## src/rtl/mac512_pkg.sv

```systemverilog
// Shared widths, state encoding and counter sizing for the MAC_512 serial accumulator.
package mac512_pkg;
    localparam int W      = 512;
    localparam int SLICE  = 32;
    localparam int NSLICE = W / SLICE;
    localparam int CNT_W  = $clog2(NSLICE);

    typedef enum logic {
        IDLE = 1'b0,
        ADD  = 1'b1
    } state_t;

    typedef logic [CNT_W-1:0] cnt_t;
endpackage

```

## src/rtl/serial_acc512_if.sv

```systemverilog
// Operand/result bundle between the reduction stage and the serial accumulator.
interface serial_acc512_if;
    import mac512_pkg::*;

    // Operand transfer happens on a rising edge where in_valid & in_ready;
    // in_data/in_clear must be held stable by the master until that edge.
    logic         in_valid;
    logic         in_ready;
    logic [W-1:0] in_data;
    logic         in_clear;
    logic [W-1:0] acc_out;
    logic         out_valid;
    logic         overflow;

    modport master (
        output in_valid, in_data, in_clear,
        input  in_ready, acc_out, out_valid, overflow
    );

    modport slave (
        input  in_valid, in_data, in_clear,
        output in_ready, acc_out, out_valid, overflow
    );
endinterface

```

## src/rtl/serial_acc512_cla32.sv

```systemverilog
// 32-bit carry-lookahead adder: 4-bit lookahead groups chained through group generate/propagate.
module cla32 (
    input  logic [31:0] A,
    input  logic [31:0] B,
    input  logic        Ci,
    output logic [31:0] S,
    output logic        Cout
);
    logic [31:0] w_g;
    logic [31:0] w_p;
    logic [31:0] w_c;
    logic        w_cout;

    assign w_g = A & B;
    assign w_p = A ^ B;

    always_comb begin
        logic blk_c;
        logic blk_g;
        logic blk_p;
        w_c   = '0;
        blk_c = Ci;
        blk_g = 1'b0;
        blk_p = 1'b0;
        for (int b = 0; b < 8; b++) begin
            // Carries inside a group depend only on the group carry-in.
            w_c[4*b]   = blk_c;
            w_c[4*b+1] = w_g[4*b] | (w_p[4*b] & blk_c);
            w_c[4*b+2] = w_g[4*b+1] | (w_p[4*b+1] & w_g[4*b])
                       | (w_p[4*b+1] & w_p[4*b] & blk_c);
            w_c[4*b+3] = w_g[4*b+2] | (w_p[4*b+2] & w_g[4*b+1])
                       | (w_p[4*b+2] & w_p[4*b+1] & w_g[4*b])
                       | (w_p[4*b+2] & w_p[4*b+1] & w_p[4*b] & blk_c);
            blk_g = w_g[4*b+3] | (w_p[4*b+3] & w_g[4*b+2])
                  | (w_p[4*b+3] & w_p[4*b+2] & w_g[4*b+1])
                  | (w_p[4*b+3] & w_p[4*b+2] & w_p[4*b+1] & w_g[4*b]);
            blk_p = &w_p[4*b +: 4];
            blk_c = blk_g | (blk_p & blk_c);
        end
        w_cout = blk_c;
    end

    assign S    = w_p ^ w_c;
    assign Cout = w_cout;
endmodule

```

## src/rtl/serial_acc512.sv

```systemverilog
// Serial 512-bit accumulator: one 32-bit slice per cycle through a single CLA32,
// carry held in a register between slices, 16 cycles per operand.
module serial_acc512 (
    input  logic                      clk,
    input  logic                      rst_n,
    serial_acc512_if.slave            bus,
    output mac512_pkg::state_t        o_dbg_state
);
    import mac512_pkg::*;

    state_t       r_state;
    cnt_t         r_cnt;
    logic [W-1:0] r_op;
    logic [W-1:0] r_work;
    logic         r_carry;
    logic [W-1:0] r_acc;
    logic         r_out_valid;
    logic         r_overflow;
    logic         r_in_ready;

    logic [SLICE-1:0] w_sum;
    logic             w_cout;
    logic [W-1:0]     w_work_next;
    logic             w_last;

    cla32 u_cla32 (
        .A    (r_op[SLICE-1:0]),
        .B    (r_work[SLICE-1:0]),
        .Ci   (r_carry),
        .S    (w_sum),
        .Cout (w_cout)
    );

    // Completed slices enter at the top, so after NSLICE shifts slice 0 sits at the bottom.
    assign w_work_next = {w_sum, r_work[W-1:SLICE]};
    assign w_last      = (r_cnt == cnt_t'(NSLICE - 1));

    always_ff @(posedge clk or negedge rst_n) begin
        if (!rst_n) begin
            r_state     <= IDLE;
            r_cnt       <= '0;
            r_op        <= '0;
            r_work      <= '0;
            r_carry     <= 1'b0;
            r_acc       <= '0;
            r_out_valid <= 1'b0;
            r_overflow  <= 1'b0;
            r_in_ready  <= 1'b1;
        end else begin
            r_out_valid <= 1'b0;
            case (r_state)
                IDLE: begin
                    if (bus.in_valid && r_in_ready) begin
                        r_op       <= bus.in_data;
                        r_work     <= bus.in_clear ? '0 : r_acc;
                        r_carry    <= 1'b0;
                        r_cnt      <= '0;
                        r_in_ready <= 1'b0;
                        r_state    <= ADD;
                        if (bus.in_clear) begin
                            r_overflow <= 1'b0;
                        end
                    end
                end
                ADD: begin
                    r_op    <= r_op >> SLICE;
                    r_work  <= w_work_next;
                    r_carry <= w_cout;
                    if (w_last) begin
                        // Carry out of the top slice only marks overflow; the sum wraps.
                        r_cnt       <= '0;
                        r_acc       <= w_work_next;
                        r_overflow  <= r_overflow | w_cout;
                        r_out_valid <= 1'b1;
                        r_in_ready  <= 1'b1;
                        r_state     <= IDLE;
                    end else begin
                        r_cnt <= r_cnt + 1'b1;
                    end
                end
                default: begin
                    r_state    <= IDLE;
                    r_in_ready <= 1'b1;
                end
            endcase
        end
    end

    assign bus.in_ready  = r_in_ready;
    assign bus.acc_out   = r_acc;
    assign bus.out_valid = r_out_valid;
    assign bus.overflow  = r_overflow;
    assign o_dbg_state   = r_state;
endmodule

```

## src/flat_wrapper.sv

```systemverilog
// flat-port wrapper written by rule: the top's interface ports become plain ports
module serial_acc512_flat import mac512_pkg::*;
  (clk, rst_n, o_dbg_state, bus_in_valid, bus_in_data, bus_in_clear, bus_in_ready, bus_acc_out, bus_out_valid, bus_overflow);
  serial_acc512_if bus_i ();
  input  logic clk;
  input  logic rst_n;
  output mac512_pkg::state_t o_dbg_state;
  input wire logic [$bits(bus_i.in_valid)-1:0] bus_in_valid;
  input wire logic [$bits(bus_i.in_data)-1:0] bus_in_data;
  input wire logic [$bits(bus_i.in_clear)-1:0] bus_in_clear;
  output wire logic [$bits(bus_i.in_ready)-1:0] bus_in_ready;
  output wire logic [$bits(bus_i.acc_out)-1:0] bus_acc_out;
  output wire logic [$bits(bus_i.out_valid)-1:0] bus_out_valid;
  output wire logic [$bits(bus_i.overflow)-1:0] bus_overflow;
  assign bus_i.in_valid = bus_in_valid;
  assign bus_i.in_data = bus_in_data;
  assign bus_i.in_clear = bus_in_clear;
  assign bus_in_ready = bus_i.in_ready;
  assign bus_acc_out = bus_i.acc_out;
  assign bus_out_valid = bus_i.out_valid;
  assign bus_overflow = bus_i.overflow;
  serial_acc512 u_core (.clk(clk), .rst_n(rst_n), .bus(bus_i), .o_dbg_state(o_dbg_state));
endmodule
```

## config.mk

```make
export PLATFORM = sky130hd
export DESIGN_NAME = serial_acc512_flat
export DESIGN_NICKNAME = d
export VERILOG_FILES = /design/src/rtl/mac512_pkg.sv /design/src/rtl/serial_acc512_if.sv /design/src/rtl/serial_acc512_cla32.sv /design/src/rtl/serial_acc512.sv /design/src/flat_wrapper.sv
export SDC_FILE = /design/constraint.sdc
export NUM_CORES = 2
export LEC_CHECK = 0
export CAP_MARGIN = 10
export CORE_AREA = 2 2 446 448
export CTS_CLUSTER_SIZE = 16
export DETAILED_ROUTE_END_ITERATION = 7
export DIE_AREA = 0 0 448 450
export MAX_ROUTING_LAYER = met4
export PLACE_DENSITY = 0.62
export REMOVE_ABC_BUFFERS = 1
export SYNTH_ARGS = -nofsm -noshare
export SYNTH_HDL_FRONTEND = slang
export SYNTH_SLANG_ARGS = --single-unit
```

## constraint.sdc

```tcl
create_clock -name clk -period 3.2 [get_ports clk]
set_input_delay 0.64 -clock clk [delete_from_list [all_inputs] [get_ports clk]]
set_output_delay 0.64 -clock clk [all_outputs]
set_load 0.05 [all_outputs]
```

======== Word level (Yosys, flattened, before mapping) ========
Index checks and enable logic that the tools add are counted.
storage, ports and cells
  register bits after elaboration ......... 1545
  bits in latches ......................... 0
  RAM bits ................................ 0
  memory bits (read-only) ................. 0
  bits of input ports ..................... 516
  output and inout bits ................... 516
  word-level logic and storage cells ...... 252
  memories ................................ 0
cells by class
  $add $sub $neg .......................... 1
  multiply operators ...................... 0
  div/mod/pow operators ................... 0
  $lt $le $gt $ge ......................... 0
  equality and inequality tests ........... 4
  shift operators ......................... 0
  mux-type cells .......................... 21
  bitwise gates (word level) .............. 205
  reduce and logical (&&, ||, !) cells .... 12
operators with widths
  cell                   count
  $pmux W512 S2          2
  $mux W512              3
  $and A1 B1 Y1          120
  $or A1 B1 Y1           81
  $xor A32 B32 Y32       2
  $and A32 B32 Y32       1
  $reduce_and A4 Y1      8
  $mux W1                9
  $mux W4                2
  $pmux W1 S2            4
  $pmux W4 S2            1
  $add A4 B1 Y4 const B  1
  $eq A4 B4 Y1 const B   1
  $ne A2 B2 Y1 const B   2
  $reduce_and A2 Y1      2
  $reduce_and A3 Y1      1
  $ne A2 B1 Y1 const B   1
  $logic_and A1 B1 Y1    1
  $not A1 Y1             1

======== Depth between registers and ports, before layout ========
  depth in word-level cells ............... 23
  depth in mapped cells ................... 12
  depth with buffers taken out ............ 12

======== Modules after synthesis ========
Synthesis repeated with hierarchy kept, for this count alone.
unflattened totals
  cells, all modules ...................... 6398
  area, all modules ....................... 72580.9 µm²
by module, submodules not included
  module         times used  cells an instance  area an instance (µm²)  seq. area each (µm²)
  serial_acc512  1           6244               71313.4                 38663.3
  cla32          1           154                1267.5                  0.0

======== Worst setup path before layout ========
Ideal clock, no wire load.
  path kind ............................... reg-to-reg
  from .................................... register u_core.r_work[9]
  to ...................................... register u_core.r_acc[505], in the netlist u_core.bus.acc_out[505]
  arrival ................................. 2223 ps
  data required time ...................... 3064 ps
  slack ................................... 842 ps
  stages on the path, launching flop included .. 13
  path buffers ............................ 0
  clock period less this slack ............ 2358 ps
  cells stage by stage .................... dfrtp_1 -> ha_1 -> a21oi_1 -> o21ai_1 -> a22oi_1 -> nand4b_1 -> nand2_2 -> inv_2 -> nand3_1 -> o21ai_0 -> fa_1 -> xnor2_1 -> o21ai_0
on the way
  cells in the longest elaborated chain, start to end .. 14
  elaborated cells between the ends (all ways) .. 19
ends and longest elaborated chain
  element                                                      RTL line                                              source
  from (decl)                                                  serial_acc512.sv:14                                   logic [W-1:0] r_work;
  from (signal assigned)                                       serial_acc512.sv:55                                   r_work <= bus.in_clear ? '0 : r_acc;
  from (signal assigned)                                       serial_acc512.sv:67                                   r_work <= w_work_next;
  $and A32 B32 Y32 / $xor A32 B32 Y32 (equally long branches)  serial_acc512_cla32.sv:14, serial_acc512_cla32.sv:15
  $and A1 B1 Y1, on equally long branches                      serial_acc512_cla32.sv:35, serial_acc512_cla32.sv:36
  $or A1 B1 Y1 / $and A1 B1 Y1 (equally long branches)         serial_acc512_cla32.sv:35, serial_acc512_cla32.sv:36
  $or A1 B1 Y1                                                 serial_acc512_cla32.sv:36                             | (w_p[4*b+3] & w_p[4*b+2] & w_p[4*b+1] & w_g[4*b]);
  $or A1 B1 Y1 *                                               serial_acc512_cla32.sv:38                             blk_c = blk_g | (blk_p & blk_c);
  $and A1 B1 Y1 *                                              serial_acc512_cla32.sv:38
  $or A1 B1 Y1 *                                               serial_acc512_cla32.sv:38
  $and A1 B1 Y1 *                                              serial_acc512_cla32.sv:38
  $or A1 B1 Y1 *                                               serial_acc512_cla32.sv:38
  $and A1 B1 Y1 *                                              serial_acc512_cla32.sv:38
  $or A1 B1 Y1 *                                               serial_acc512_cla32.sv:38
  $and A1 B1 Y1 *                                              serial_acc512_cla32.sv:28                             w_c[4*b+1] = w_g[4*b] | (w_p[4*b] & blk_c);
  $or A1 B1 Y1 *                                               serial_acc512_cla32.sv:28
  $xor A32 B32 Y32 *                                           serial_acc512_cla32.sv:43                             assign S = w_p ^ w_c;
  to (signal assigned)                                         serial_acc512.sv:72                                   r_acc <= w_work_next;
  to (decl)                                                    serial_acc512.sv:16                                   logic [W-1:0] r_acc;
Mark *: on every way between the ends. The rest lies on a longest branch, timed or not.
A chain may end at the register's enable or synchronous reset.

======== Worst setup path after layout ========
  from .................................... register u_core.r_in_ready, in the netlist u_core.bus.in_ready
  to ...................................... output bus_in_ready
RTL lines
  element                 RTL line             source
  from (decl)             serial_acc512.sv:19  logic r_in_ready;
  from (signal assigned)  serial_acc512.sv:48  r_in_ready <= 1'b1;
  from (signal assigned)  serial_acc512.sv:58  r_in_ready <= 1'b0;
  from (signal assigned)  serial_acc512.sv:75  r_in_ready <= 1'b1;
  to (decl)               flat_wrapper.sv:11   output wire logic [$bits(bus_i.in_ready)-1:0] bus_in_ready;
No word-level cell between the ends.

==> tab_implementation.tex <==
\begin{tabular}{lr}
\hline
Metric & Value \\
\hline
\multicolumn{2}{l}{\textbf{Outcome}} \\
\quad Result of the run & completed \\
\multicolumn{2}{l}{\textbf{Critical path}} \\
\quad Startpoint types & flip-flop \\
\quad Crit path max-delay cell type & sky130\_fd\_sc\_hd\_\_clkdlybuf4s50\_1 \\
\quad Maximum single-stage delay on the critical path & roughly 0.96 ns \\
\quad Critical Path Fanout Max & 5 \\
\quad Startpoint-to-endpoint class of the critical path & reg2out \\
\quad Start of the worst register-to-register path & u\_core.r\_work[0] \\
\quad Kind of end point of the critical path & primary output \\
\quad Required time at the worst-slack endpoint & roughly 2.6 ns \\
\quad Ordered cell list for the critical path & clkdlybuf4s50\_1 \\
\quad Count of buffering cells on the critical path with inverters included & 1 \\
\quad CP arrival & 2.38 ns \\
\quad Worst Setup SP & u\_core.bus.in\_ready \\
\quad Cell type group with the largest total delay on the critical path & buffers and inverters \\
\multicolumn{2}{l}{\textbf{Synthesis}} \\
\quad Combined area of all synthesized cells & 68400 sq um \\
\quad Yosys cell types & 42 \\
\quad Number of synthesis warnings & 0 \\
\quad Avg Inst Size Synth & just over 9 sq um \\
\quad Sequential fraction of the synthesis area & a little under three fifths \\
\quad Number of storage elements in the synthesis netlist & around 1.5k \\
\quad Cell count after synthesis & 7376 \\
\multicolumn{2}{l}{\textbf{GRT}} \\
\quad Maximum number of pins on one net before global-route repair & between 200 and 300 \\
\quad First-pass GRT wire length & about 340 mm \\
\quad Number of antenna violations at the first check in global routing & 74 \\
\quad Vias in the first global route & roughly 53k \\
\quad Remaining global-route overflow & 0 \\
\quad Global-route usage over all layers & about 23\% \\
\multicolumn{2}{l}{\textbf{Detailed routing}} \\
\quad Total via count after detailed routing & 55.5k \\
\quad Wire length after detailed routing & roughly 230 mm \\
\quad Detailed router's first-iteration violation count & $\sim$4.9k \\
\quad Total iterations of the first detailed-routing run & 6 \\
\quad Number of remaining DRC errors & 0 \\
\quad Count of antenna-violating nets left after detailed routing & 0 \\
\quad Via density per instance & about 5.0 \\
\quad Average routed wire per standard cell & 20.7 microns \\
\multicolumn{2}{l}{\textbf{Die}} \\
\quad Number of cell rows & 163 \\
\quad Height of the die & 450 microns \\
\quad Ports & $\sim$1.0k \\
\quad Die Area & a little over 200000 sq um \\
\quad Core footprint & 197000 sq um \\
\quad Starting density of the core & between 30\% and 40\% \\
\quad Horizontal extent of the die & around 450 microns \\
\multicolumn{2}{l}{\textbf{Final layout}} \\
\quad Commonest cells after routing, fill and taps aside & 2534 x sky130\_fd\_sc\_hd\_\_nand2\_1, 1543 x sky130\_fd\_sc\_hd\_\_dfrtp\_1, 1026 x sky130\_fd\_sc\_hd\_\_clkdlybuf4s50\_1 \\
\quad Most common library cell in the layout ignoring fill and taps & sky130\_fd\_sc\_hd\_\_nand2\_1 \\
\quad Share of final-layout standard cells stronger than drive strength 1 & 5.71\% \\
\quad Fraction of the core area covered by cells at the end of the flow & between 40 and 50\% \\
\quad Net total in the final layout & roughly 8.8k \\
\quad Final design area excluding fillers & just under 90000 sq um \\
\quad Syn-to-layout area delta & 28.7\% \\
\quad Final Non-Filler Cells & around 11k \\
\multicolumn{2}{l}{\textbf{Place}} \\
\quad Port Buf Inserts & roughly 1.0k \\
\quad HPWL after DPL & 159 mm \\
\quad Number of placed instances with taps included & $\sim$11k \\
\quad Placed inst area & 82200 sq um \\
\quad GP Congestion & just under 0.9 \\
\multicolumn{2}{l}{\textbf{Clocking}} \\
\quad Maximum clock insertion buffer count & 3 \\
\quad Clock insertion delay at the later pin of the skew report & 0.84 ns \\
\quad Number of sinks driven by the clock tree & about 1.5k \\
\quad Clock transition time at the flip-flop clock pins of the worst setup and hold paths & approximately 0.060 ns \\
\quad Cts bufs inserted & 171 \\
\quad Clock Tree Root & sky130\_fd\_sc\_hd\_\_clkbuf\_16 \\
\quad CTS tree & done \\
\quad H-tree depth reported by CTS & 4 \\
\multicolumn{2}{l}{\textbf{Timing}} \\
\quad Setup repair after global routing missed its margin & false \\
\quad Fraction of the cycle the final worst path needs & between 90\% and 100\% \\
\quad Endpoints failing hold & 0 \\
\quad Worst hold slack after final layout & around 0.34 ns \\
\quad Minimum clock period & between 3 and 4 ns \\
\quad Layout Skew & 0.0290 ns \\
\quad Endpoints failing setup & 0 \\
\quad Max Slew Vio Count & 0 \\
\quad Highest clock rate & 331 MHz \\
\quad Tightest Pin Transition & 1.23 ns \\
\quad Max-Slew Margin vs Limit & approximately 18\% \\
\multicolumn{2}{l}{\textbf{Power}} \\
\quad Pleak & 40.4 nW \\
\quad Worst IR drop on VDD & 0.000468 V \\
\quad Total power divided by cell area & around 1000 nW/um\^{}2 \\
\multicolumn{2}{l}{\textbf{Min path}} \\
\quad Hold Startpoint & bus\_in\_data[501] \\
\quad HP Class & in2reg \\
\multicolumn{2}{l}{\textbf{Run}} \\
\quad Max-Cap Viols & 0 \\
\hline
\end{tabular}
[cells in the mapped netlist, drive strengths merged]
cell type	number	area, sq um
nand2	2537	9530
dfrtp	1544	38600
o21ai	1006	5030
a21oi	563	2820
nor3b	512	3840
mux2i	489	4890
clkbuf	420	1580
buf	151	716
ha	33	413
a211oi	20	155
xnor2	16	140
a21o	13	97.6
inv	11	41.3
nor2	11	41.3
xor2	9	78.8
fa	8	160
nand3	7	40.0
nand4	4	31.3
o21bai	3	22.5
a22oi	2	15.0
a31oi	2	12.5
nor2b	2	12.5
nor3	2	10.0
o31ai	2	20.0
a41o	1	10.0
and2	1	6.26
and3	1	6.26
dfstp	1	26.3
nand4b	1	8.76
o21ba	1	10.0
o31a	1	8.76
or2	1	6.26
or3	1	6.26
[per-layer routing]
layer / track usage (%) / up-vias / wire, microns
li1: - / 26400 / -
met1: 27.9 / 27200 / 92600
met2: 35.8 / 1479 / 111000
met3: 4.64 / 417 / 12900
met4: 11.9 / 0 / 12000
met5: - / - / 0
[worst paths after layout]
path / cells after the start / slack [ns] / to
min in group asynchronous: 2 / 0.45 / u_core.r_work[381]
max in group asynchronous: 4 / 1.69 / u_core.r_work[346]
max reg2reg: 11 / 0.27 / u_core.r_carry
min: 3 / 0.34 / u_core.r_op[501]
max: 1 / 0.18 / bus_in_ready
min reg2reg: 2 / 0.46 / u_core.r_op[94]
[cells by family after synthesis]
logic type,share of synthesized area (%)
AND/OR/NAND/NOR,19.8
flip-flops,56.5
AO/OA/AOI/OAI,12.0
XOR/XNOR,0.320
multiplexers,7.15
buffers and inverters,3.41
adder cells (fa/ha/maj),0.837
[stage by stage]
step | power [mW] | setup TNS [ns] | setup slack, ns
after floorplan | 51.9 | - | -79.37
after CTS | 89.6 | 0 | 0.00908
after detailed placement | 69.0 | -0.482 | -0.121
after global placement | 68.2 | -0.572 | -0.139
final | 88.9 | 0 | 0.183
after global routing | 94.1 | 0 | 0.00752
[power by group]
group | internal [mW] | switching, mW | total (mW)
logic | 12.3 | 22.7 | 35.0
clock network | 11.8 | 8.53 | 20.3
registers | 27.3 | 6.40 | 33.7
total | 51.3 | 37.6 | 88.9
[registers in the layout (all words and copies together) (netlist names)]
register	flops
u_core.r_carry	1
u_core.r_cnt	4
u_core.r_work	512
u_core.o_dbg_state	1
u_core.bus.out_valid	1
u_core.bus.acc_out	512
u_core.bus.overflow	1
u_core.r_op	512
u_core.bus.in_ready	1
[area by class of cell]
type | count | area (sq um)
fill | 18800 | 109000
tap | 2640 | 3300
clock inverter | 58 | 778
antenna | 58 | 145
clock buffer | 247 | 4920
timing repair buffer | 1224 | 12800
sequential | 1545 | 38700
inverter | 11 | 48.8
multi-input combinational | 5249 | 27500
[repair_timing]
item	4_1_cts	5_1_grt
hold endpoints to repair	58	0
hold buffers	1	0
buffers inserted	0	1
endpoints found under the setup margin	7	9
gates resized for setup	3	2
pin swaps	0	1
(Power assumes the default switching activity.)
